===== config.mk =====
export PLATFORM = sky130hd
export DESIGN_NAME = jt51_modsrc
export DESIGN_NICKNAME = d
export VERILOG_FILES = /design/src/rtl/jt51_pkg.sv /design/src/rtl/jt51_sh_w.sv /design/src/rtl/jt51_modsrc.sv
export SDC_FILE = /design/constraint.sdc
export NUM_CORES = 1
export LEC_CHECK = 0
export BUFFER_PORTS_ARGS = -buffer_cell sky130_fd_sc_hd__buf_2
export CAP_MARGIN = 15
export CORE_ASPECT_RATIO = 0.7
export CORE_UTILIZATION = 35
export CTS_CLUSTER_DIAMETER = 60
export CTS_CLUSTER_SIZE = 12
export DETAILED_ROUTE_END_ITERATION = 8
export PLACE_DENSITY = 0.61
export SYNTH_ARGS = -nofsm -noshare
export SYNTH_HDL_FRONTEND = slang
export SYNTH_SLANG_ARGS = --single-unit

===== constraint.sdc =====
create_clock -name clk -period 6 [get_ports clk]
set_input_delay 1.8 -clock clk [delete_from_list [all_inputs] [get_ports clk]]
set_output_delay 1.8 -clock clk [all_outputs]
set_load 0.005 [all_outputs]

===== src/rtl/jt51_pkg.sv =====
// Shared widths, tap positions and arithmetic helpers for the jt51 modulation-source path.
// Combinational helpers only; they carry no state of their own.
package jt51_pkg;

  localparam int W       = 14;
  localparam int DLY     = 8;
  localparam int SLOTS   = 32;
  localparam int FB_BASE = 10;

  localparam int NSTAGE  = 3 * DLY;
  localparam int TAP_D8  = DLY - 1;
  localparam int TAP_D16 = 2 * DLY - 1;
  localparam int TAP_D24 = 3 * DLY - 1;

  typedef logic signed [W-1:0] op_t;
  typedef logic signed [W:0]   sum_t;

  typedef struct packed {
    logic prev1;
    logic prevprev1;
    logic prev2;
    logic internal_x;
    logic internal_y;
  } src_sel_t;

  // Halving the (W+1)-bit sum keeps the result inside W bits, so no saturation is needed.
  function automatic op_t half_sum(input op_t a, input op_t b);
    sum_t s;
    s = sum_t'(a) + sum_t'(b);
    return op_t'(s >>> 1);
  endfunction

  // Feedback level 1..7 maps to a right shift of 9..3; level 0 turns feedback off.
  function automatic op_t fb_scale(input op_t a, input op_t b, input logic [2:0] lvl);
    sum_t       s;
    logic [3:0] sh;
    s  = sum_t'(a) + sum_t'(b);
    sh = 4'(FB_BASE) - {1'b0, lvl};
    if (lvl == 3'd0) begin
      return '0;
    end
    return op_t'(s >>> sh);
  endfunction

endpackage


===== src/rtl/jt51_sh_w.sv =====
// Generic W-bit x N-stage shift register with three fixed taps; advances only on cen.
// Tap k presents the input seen k+1 enabled cycles earlier.
module jt51_sh_w #(
  parameter int W     = 14,
  parameter int N     = 24,
  parameter int TAP_A = 7,
  parameter int TAP_B = 15,
  parameter int TAP_C = 23
) (
  input  logic         clk,
  input  logic         rst_n,
  input  logic         cen_i,
  input  logic [W-1:0] din_i,
  output logic [W-1:0] tap_a_o,
  output logic [W-1:0] tap_b_o,
  output logic [W-1:0] tap_c_o
);

  logic [W-1:0] sr_q [N];

  always_ff @(posedge clk or negedge rst_n) begin
    if (!rst_n) begin
      for (int i = 0; i < N; i++) begin
        sr_q[i] <= '0;
      end
    end else if (cen_i) begin
      sr_q[0] <= din_i;
      for (int i = 1; i < N; i++) begin
        sr_q[i] <= sr_q[i-1];
      end
    end
  end

  assign tap_a_o = sr_q[TAP_A];
  assign tap_b_o = sr_q[TAP_B];
  assign tap_c_o = sr_q[TAP_C];

endmodule


===== src/rtl/jt51_modsrc.sv =====
// Operator-output history and phase-modulation operand select for the FM pipeline.
// One cen-cycle latency from slot strobes to mod/mod_valid; cen=0 freezes everything.
module jt51_modsrc
  import jt51_pkg::*;
(
  input  logic         clk,
  input  logic         rst_n,
  input  logic         cen,
  input  logic         zero,
  input  logic [W-1:0] op_out,
  input  logic         m1_enters,
  input  logic         m2_enters,
  input  logic         c1_enters,
  input  logic         c2_enters,
  input  logic         use_prev1,
  input  logic         use_prevprev1,
  input  logic         use_prev2,
  input  logic         use_internal_x,
  input  logic         use_internal_y,
  input  logic [2:0]   fb,
  output logic [W-1:0] mod,
  output logic         mod_valid
);

  logic [4:0] cnt_q, cnt_d;
  logic [2:0] ch;
  op_t        mod_q, mod_d;
  logic       vld_q, vld_d;
  op_t        fb0_q [8];
  op_t        fb1_q [8];

  logic [W-1:0] d8, d16, d24;
  op_t          x_sel, y_sel;
  src_sel_t     sel;

  jt51_sh_w #(
    .W     (W),
    .N     (NSTAGE),
    .TAP_A (TAP_D8),
    .TAP_B (TAP_D16),
    .TAP_C (TAP_D24)
  ) u_hist (
    .clk     (clk),
    .rst_n   (rst_n),
    .cen_i   (cen),
    .din_i   (op_out),
    .tap_a_o (d8),
    .tap_b_o (d16),
    .tap_c_o (d24)
  );

  assign sel = '{prev1:      use_prev1,
                 prevprev1:  use_prevprev1,
                 prev2:      use_prev2,
                 internal_x: use_internal_x,
                 internal_y: use_internal_y};

  // zero marks the slot after which the count restarts at 1, so slot 0 always reads as ch0.
  always_comb begin
    cnt_d = cnt_q + 5'd1;
    if (zero) begin
      cnt_d = 5'd1;
    end
    ch = 3'(cnt_q);
  end

  always_comb begin
    x_sel = '0;
    if (sel.prev1) begin
      x_sel = op_t'(d8);
    end else if (sel.internal_x) begin
      x_sel = op_t'(d16);
    end

    y_sel = '0;
    if (sel.prevprev1) begin
      y_sel = op_t'(d16);
    end else if (sel.prev2 || sel.internal_y) begin
      y_sel = op_t'(d24);
    end
  end

  always_comb begin
    mod_d = half_sum(x_sel, y_sel);
    if (m1_enters) begin
      mod_d = fb_scale(fb0_q[ch], fb1_q[ch], fb);
    end
    vld_d = m1_enters | m2_enters | c1_enters | c2_enters;
  end

  always_ff @(posedge clk or negedge rst_n) begin
    if (!rst_n) begin
      cnt_q <= '0;
      mod_q <= '0;
      vld_q <= 1'b0;
      for (int i = 0; i < 8; i++) begin
        fb0_q[i] <= '0;
        fb1_q[i] <= '0;
      end
    end else if (cen) begin
      cnt_q <= cnt_d;
      mod_q <= mod_d;
      vld_q <= vld_d;
      // op_out in an M1 slot is that channel's newest M1 result.
      if (m1_enters) begin
        fb1_q[ch] <= fb0_q[ch];
        fb0_q[ch] <= op_t'(op_out);
      end
    end
  end

  assign mod       = mod_q;
  assign mod_valid = vld_q;

endmodule


==> results.ini, run 1 <==
[critical_path]
critical_path_class = reg2reg
cp.required_ns = 6.49
path_max_fanout = 10
setup.worst_path.end_class = flop
worst_setup_path_start_kind = flop
critical_path_arrival_ns = 5.36

[detailed_routing]
drtIter0Drc = 1207
firstDrtPassIters = 5
num_vias = 15472
finalWirelength_um = 56500
ant_nets = 0
viasPerCell = 5.30
wl_per_cell_um = 19.4
route.detailed.drc = 0

[logic_synthesis]
ys_top_cells_by_count = dfrtp_1 (578), mux2_2 (449), nand2_1 (154)
ys_warn_count = 0
muxShareOfSynthArea_pct = 20.6
synth_top_cell_by_area = dfrtp_1
synth-edff-count = 0
synth_compound_area_share_pct = 11.1
synthFlopType = dfrtp_1
synth_top_area_share_pct = 57.4
synth_cell_types = 89
synthXorXnorAreaFrac_pct = 0.626
yosysSeqAreaShare_pct = 57.4
synth-simple-area-share_pct = 5.88
syn_area_um2 = 25200
avgSynthCellArea_um2 = 12.9
synthAdderAreaFrac_pct = 1.65
yosysMostFrequentCell = dfrtp_1
ys_seq_elements = 578
synth.top_cells.by_area = dfrtp_1 (57%), mux2_2 (20%), a22oi_1 (2.9%), o21ai_0 (2.7%), nand2_1 (2.3%)
synth_nets = 2022
synth_top_family_by_area = multiplexers
syn_inst = 1960
synthArstFlopShare_pct = 100

[sta]
slew_headroom_pct = 29.6
setup_ws_ns = 1.14
max_freq_mhz = 206
clock-skew-final_ns = 0.0300
finalSetupTns_ns = 0
fin_crit_ns = 4.86
slew_violations = 0
hold_violations = 0
rsz0062_at_grt = no
tightestPinTransition_ns = 1.06
setup_violations = 0
finalCritPeriodShare_pct = 81.0

[clocking]
cts_resized = 0
clkTransAtPathRegs_ns = 0.06
htreeDepth = 2
cts.sinks = 578
cts_tree = yes
cts_buffer_depth = 3
hold_buffers = 0
clock_latency_ns = 0.62
cts_root_buf = clkbuf_16
postCtsSetupRepairBufs = 0
cts_made_buffers = 55

[outcome]
status = finished, final reports clean

[grt]
gr-total-overflow = 0
grt_max_degree = 133
grt_pass1_vias = 15871
globalRouteTotalUtil_pct = 15.8
antenna_found_initial = 5
grt_pass1_wl_um = 91300

[hold_path]
hold_path_class = reg2reg

[floorplanning]
ios = 45
start_util_pct = 35.7
num_rows = 81
core_um2 = 70500
fp.dieH_um = 226
dieArea_um2 = 73100
die_w_um = 323

[placed_design]
place_congestion = 0.861
dp_hpwl_um = 36500
io_buffers = 44
dp_slack_ns = 1.08

[cells_and_area]
fin_nets = 2018
syn_to_final_growth_pct = 10.8
nFillCells = 6643
drive_gt1_share_pct = 31.6

[power]
peakVddDrop_mv = 0.282
leakage_nw = 12.2
pwr_density_cell_nw_per_um2 = 485

[flow_run]
cap_violations = 0

==> path summary, 6_finish.rpt <==
path,startpoint,endpoint,slack (ns),depth (start not counted)
max,cnt_q[2]$_DFFE_PN0P_,mod[6]$_DFFE_PN0P_,1.14,17
min,fb1_q[73]$_DFFE_PN0P_,fb1_q[73]$_DFFE_PN0P_,0.48,2
max reg2reg,cnt_q[2]$_DFFE_PN0P_,mod[6]$_DFFE_PN0P_,1.14,17
min reg2reg,fb1_q[73]$_DFFE_PN0P_,fb1_q[73]$_DFFE_PN0P_,0.48,2
max in group asynchronous,rst_n,u_hist.sr_q[241]$_DFFE_PN0P_,3.43,2
min in group asynchronous,rst_n,u_hist.sr_q[157]$_DFFE_PN0P_,1.27,1
==> flip-flops by register name (all words and copies together) (netlist names) <==
| signal | cells |
|---|---|
| u_hist.tap_c_o | 14 |
| fb0_q | 112 |
| u_hist.tap_a_o | 14 |
| cnt_q | 3 |
| fb1_q | 112 |
| u_hist.tap_b_o | 14 |
| mod_valid | 1 |
| mod | 14 |
| u_hist.sr_q | 294 |
==> cells in the final DEF, fill, tap and decap left out, drive strengths merged, types with 13 or more instances in the layout <==
| master | Yosys | final |
|---|---|---|
| o21ai | 138 | 138 |
| inv | 29 | 31 |
| ha | 30 | 30 |
| a221oi | 13 | 13 |
| dfrtp | 578 | 578 |
| clkbuf | 110 | 56 |
| a22oi | 97 | 97 |
| nand2 | 154 | 154 |
| nor2b | 15 | 15 |
| a211oi | 15 | 15 |
| nor3 | 17 | 17 |
| nor2 | 41 | 41 |
| mux2 | 449 | 449 |
| buf | 26 | 75 |
| a21oi | 31 | 31 |
| a22o | 33 | 33 |
| nand4 | 17 | 17 |
==> cell families (layout without fill, tap and decap cells) <==
family / Yosys count / in the layout
flops: 578 / 578
mux: 459 / 459
compound gates: 401 / 401
simple gates: 306 / 306
buf+inv: 166 / 168
fa+ha+maj: 32 / 32
xor+xnor: 18 / 18
other cells: 0 / 2
==> power breakdown <==
part	leakage, nW	internal, mW	switching (mW)
logic	4.27	1.99	2.04
registers	7.20	5.43	0.923
clock network	0.740	1.71	1.43
==> critical path, cell delays in order, from the launching register on <==
cell and delay [ns]:
dfrtp_1 0.53, nor3b_2 0.63, buf_4 0.30, a22o_1 0.16, a221oi_1 0.05, and3_1 0.30, inv_1 0.09, ha_1 0.19
inv_1 0.07, fa_1 0.42, nand2b_1 0.19, a21oi_1 0.24, nor4b_1 0.09, a211o_1 0.29, a211oi_1 0.44, a211oi_1 0.12
a211o_1 0.33, a221o_1 0.29
==> metrics by stage <==
stage | hold slack, ns | total power [mW] | instances | utilization, % | cell area (µm²)
finish | 0.480 | 13.5 | 2918 | 39.6 | 27900
global route | 0.501 | 14.4 | 2917 | 39.6 | 27900
CTS | 0.484 | 13.6 | 2916 | 39.5 | 27900
detailed placement | 0.471 | 10.4 | 2853 | 37.4 | 26400
global placement | 0.462 | 10.2 | 2853 | 37.4 | 26400
floorplan | 0.450 | 9.17 | 1960 | - | 25200
==> per-layer routing <==
metal	global-route usage, %	up-vias	wire length, µm
li1	-	7061	-
met1	24.5	7981	28800
met3	3.39	77	3420
met5	0	-	25
met2	22.3	349	23500
met4	3.67	4	846
==> final cells by class <==
cell class / instances / area, µm² / area share [%]
Antenna cell: 2 / 5.00 / 0.0179
Clock buffer: 56 / 1380 / 4.95
Clock inverter: 7 / 131 / 0.471
Inverter: 30 / 113 / 0.404
Multi-Input combinational cell: 1216 / 10100 / 36.1
Sequential cell: 578 / 14500 / 51.8
Tap cell: 954 / 1190 / 4.28
Timing Repair Buffer: 75 / 536 / 1.92
Note: power is estimated with default switching activity, not from simulation.
==> run 2: changes to the inputs <==
--- a/config.mk
+++ b/config.mk
@@ -12,7 +12,7 @@
 export CTS_CLUSTER_DIAMETER = 60
 export CTS_CLUSTER_SIZE = 12
 export DETAILED_ROUTE_END_ITERATION = 8
-export PLACE_DENSITY = 0.61
+export PLACE_DENSITY = 0.63
 export SYNTH_ARGS = -nofsm -noshare
 export SYNTH_HDL_FRONTEND = slang
 export SYNTH_SLANG_ARGS = --single-unit
==> constraint.sdc (replaced) <==
create_clock -name clk -period 4.2 [get_ports clk]
set_input_delay 1.26 -clock clk [delete_from_list [all_inputs] [get_ports clk]]
set_output_delay 1.26 -clock clk [all_outputs]
set_load 0.005 [all_outputs]
==> results.ini, run 2 (same netlist as run 1, synthesis figures left out) <==
[critical_path]
crit_path_frequent_cell = buf_4
r2r_cells = 17  ; unchanged
setup.worst_path.end_class = flop  ; unchanged
r2r_end = mod[6]$_DFFE_PN0P_  ; unchanged
cp_slowest_stage_delay_ns = 0.49  ; was 0.63 ns
cp.required_ns = 4.69  ; was 6.49 ns
reg2reg_slack_ns = 0.13  ; was 1.14 ns
crit_buf_inv = 5  ; was 3
cp_cell_sequence = nor3b_4 > buf_4 > a22o_1 > a221oi_2 > and3_1 > buf_4 > inv_1 > ha_4 > o21a_2 > buf_4 > a2111oi_4 > a221oi_4 > buf_12 > o22ai_2 > a211oi_2 > a211o_1 > a221o_1  ; was nor3b_2 > buf_4 > a22o_1 > a221oi_1 > and3_1 > inv_1 > ha_1 > inv_1 > fa_1 > nand2b_1 > a21oi_1 > nor4b_1 > a211o_1 > a211oi_1 > a211oi_1 > a211o_1 > a221o_1
worstSetupEndpoint = mod[6]$_DFFE_PN0P_  ; unchanged
worst_setup_path_start_kind = flop  ; unchanged
critical_path_arrival_ns = 4.57  ; was 5.36 ns
slowest_stage = dfrtp_2  ; was nor3b_2
cp_num_cells = 17  ; unchanged
r2r_start = cnt_q[1]$_DFFE_PN0P_  ; was cnt_q[2]$_DFFE_PN0P_
critical_path_class = reg2reg  ; unchanged
path_delay_family = compound AO/OA/AOI/OAI gates  ; unchanged
startpoint = cnt_q[1]$_DFFE_PN0P_  ; was cnt_q[2]$_DFFE_PN0P_
path_max_fanout = 9  ; was 10

[clocking]
clkTransAtPathRegs_ns = 0.06  ; about the same
clock_latency_ns = 0.62  ; about the same
cts.sinks = 578  ; unchanged
htreeDepth = 2  ; unchanged
cts_made_buffers = 55  ; unchanged
cts_root_buf = clkbuf_16  ; unchanged
hold_buffers = 0  ; unchanged
cts_tree = yes  ; unchanged
cts_buffer_depth = 3  ; unchanged

[cells_and_area]
multi_input_area_um2 = 10300  ; was 10100 µm²
nFillCells = 6571  ; was 6643
final_cell_mix = dfrtp_1 (575), mux2_2 (449), nand2_1 (154)  ; was dfrtp_1 (578), mux2_2 (449), nand2_1 (154)
antenna_cells = 0  ; was 2
register_area_um2 = 14500  ; about the same
top_regs = u_hist.sr_q (294), fb0_q (112), fb1_q (112)  ; unchanged
largest_reg_flops = 294  ; unchanged
largest_register = u_hist.sr_q  ; unchanged
layout_commonest_cell = dfrtp_1  ; unchanged
final_core_util_pct = 40.8  ; was 39.6%
syn_to_final_growth_pct = 14.4  ; was 10.8%
fin_nets = 2097  ; was 2018
drive_gt1_share_pct = 36.3  ; was 31.6%

[detailed_routing]
highest_layer = met5  ; unchanged
viasPerCell = 5.34  ; was 5.30
ant_nets = 0  ; unchanged
finalWirelength_um = 57800  ; was 56500 µm
met2_length_um = 23900  ; was 23500 µm
wl_per_cell_um = 19.3  ; was 19.4 µm
route.detailed.drc = 0  ; unchanged
drt-met1-wl_um = 28900  ; was 28800 µm
drtIter0Drc = 1062  ; was 1207
firstDrtPassIters = 5  ; unchanged
num_vias = 16000  ; was 15472
dr_wl_met3_um = 4020  ; was 3420 µm

[power]
leakage_nw = 12.7  ; was 12.2 nW
pwr_density_cell_nw_per_um2 = 694  ; was 485 nW/µm²
peakVddDrop_mv = 0.364  ; was 0.282 mV

[floorplanning]
num_rows = 81  ; unchanged
ios = 45  ; unchanged
dieArea_um2 = 73100  ; unchanged
start_util_pct = 35.7  ; unchanged
die_w_um = 323  ; unchanged
core_um2 = 70500  ; unchanged
fp.dieH_um = 226  ; unchanged

[grt]
grt_max_degree = 168  ; was 133
grt_pass1_vias = 16109  ; was 15871
antenna_found_initial = 5  ; unchanged
grt_pass1_wl_um = 92800  ; was 91300 µm
globalRouteTotalUtil_pct = 16.1  ; was 15.8%
gr-total-overflow = 0  ; unchanged

[sta]
clock-skew-final_ns = 0.0328  ; was 0.0300 ns
setup_ws_ns = 0.126  ; was 1.14 ns
finalCritPeriodShare_pct = 97.0  ; was 81.0%
rsz0062_at_grt = yes  ; was no
fin_crit_ns = 4.07  ; was 4.86 ns
max_freq_mhz = 245  ; was 206 MHz
setup_violations = 0  ; unchanged
tightestPinTransition_ns = 0.998  ; was 1.06 ns
slew_headroom_pct = 33.2  ; was 29.6%
hold_violations = 0  ; unchanged
slew_violations = 0  ; unchanged

[placed_design]
io_buffers = 44  ; unchanged
place_congestion = 0.889  ; was 0.861
dp_slack_ns = -0.265  ; was 1.08 ns
dp_hpwl_um = 39400  ; was 36500 µm

[flow_run]
cap_violations = 0  ; unchanged

[hold_path]
hold_path_class = reg2reg  ; unchanged
holdPathStages = 2  ; unchanged

[outcome]
status = finished, final reports clean  ; unchanged

[run 2: final cells by class]
class | instances | area share [%]
Clock inverter | 6 | 0.339
Timing Repair Buffer | 154 | 4.34
Inverter | 30 | 0.391
Sequential cell | 578 | 50.2
Clock buffer | 57 | 4.80
Multi-Input combinational cell | 1216 | 35.8
Tap cell | 954 | 4.14
[run 2: worst min-delay path by stage]
stage / start / endpoint / slack [ns]
finish: fb1_q[48]$_DFFE_PN0P_ / fb1_q[48]$_DFFE_PN0P_ / 0.48
global route: fb1_q[61]$_DFFE_PN0P_ / fb1_q[61]$_DFFE_PN0P_ / 0.50
CTS: fb1_q[48]$_DFFE_PN0P_ / fb1_q[48]$_DFFE_PN0P_ / 0.48
detailed placement: fb1_q[48]$_DFFE_PN0P_ / fb1_q[48]$_DFFE_PN0P_ / 0.47
global placement: fb1_q[66]$_DFFE_PN0P_ / fb1_q[66]$_DFFE_PN0P_ / 0.46
floorplan: fb1_q[100]$_DFFE_PN0P_ / fb1_q[100]$_DFFE_PN0P_ / 0.45
[run 2: metrics by stage]
step / TNS, ns / std cells / area [µm²] / hold WS, ns / power, mW
floorplan: 0 / 1960 / 25200 / 0.450 / 13.1
CTS: 0 / 2991 / 28600 / 0.485 / 19.9
finish: 0 / 2995 / 28800 / 0.482 / 20.0
global placement: -0.574 / 2926 / 27000 / 0.462 / 15.1
detailed placement: -1.05 / 2926 / 27000 / 0.470 / 15.4
global route: -0.0263 / 2995 / 28800 / 0.498 / 21.3
[run 2: repair_timing]
action,in CTS,in global routing
pin swaps,3,14
setup buffers,2,3
resized for setup,14,46
setup endpoints to repair,9,13
[run 2: power by group]
group          switching (mW)  internal [mW]  leakage (nW)  total (mW)
Sequential               1.34           7.76          7.19        9.10
Clock                    2.02           2.39         0.725        4.41
Combinational            3.13           3.36          4.77        6.49
Total                    6.49           13.5          12.7        20.0
[run 2: per-layer routing]
metal,up-vias,global-route usage [%]
met2,440,22.7
met1,8258,25.1
met4,2,3.68
met3,74,3.42
met5,-,0
li1,7226,-
[run 2: worst register-to-register path, stage by stage, from the launching register on]
cell and delay, ns:
dfrtp_2 0.49, nor3b_4 0.32, buf_4 0.26, a22o_1 0.22, a221oi_2 0.05, and3_1 0.18, buf_4 0.17, inv_1 0.10
ha_4 0.22, o21a_2 0.27, buf_4 0.15, a2111oi_4 0.40, a221oi_4 0.11, buf_12 0.16, o22ai_2 0.18, a211oi_2 0.07
a211o_1 0.31, a221o_1 0.29
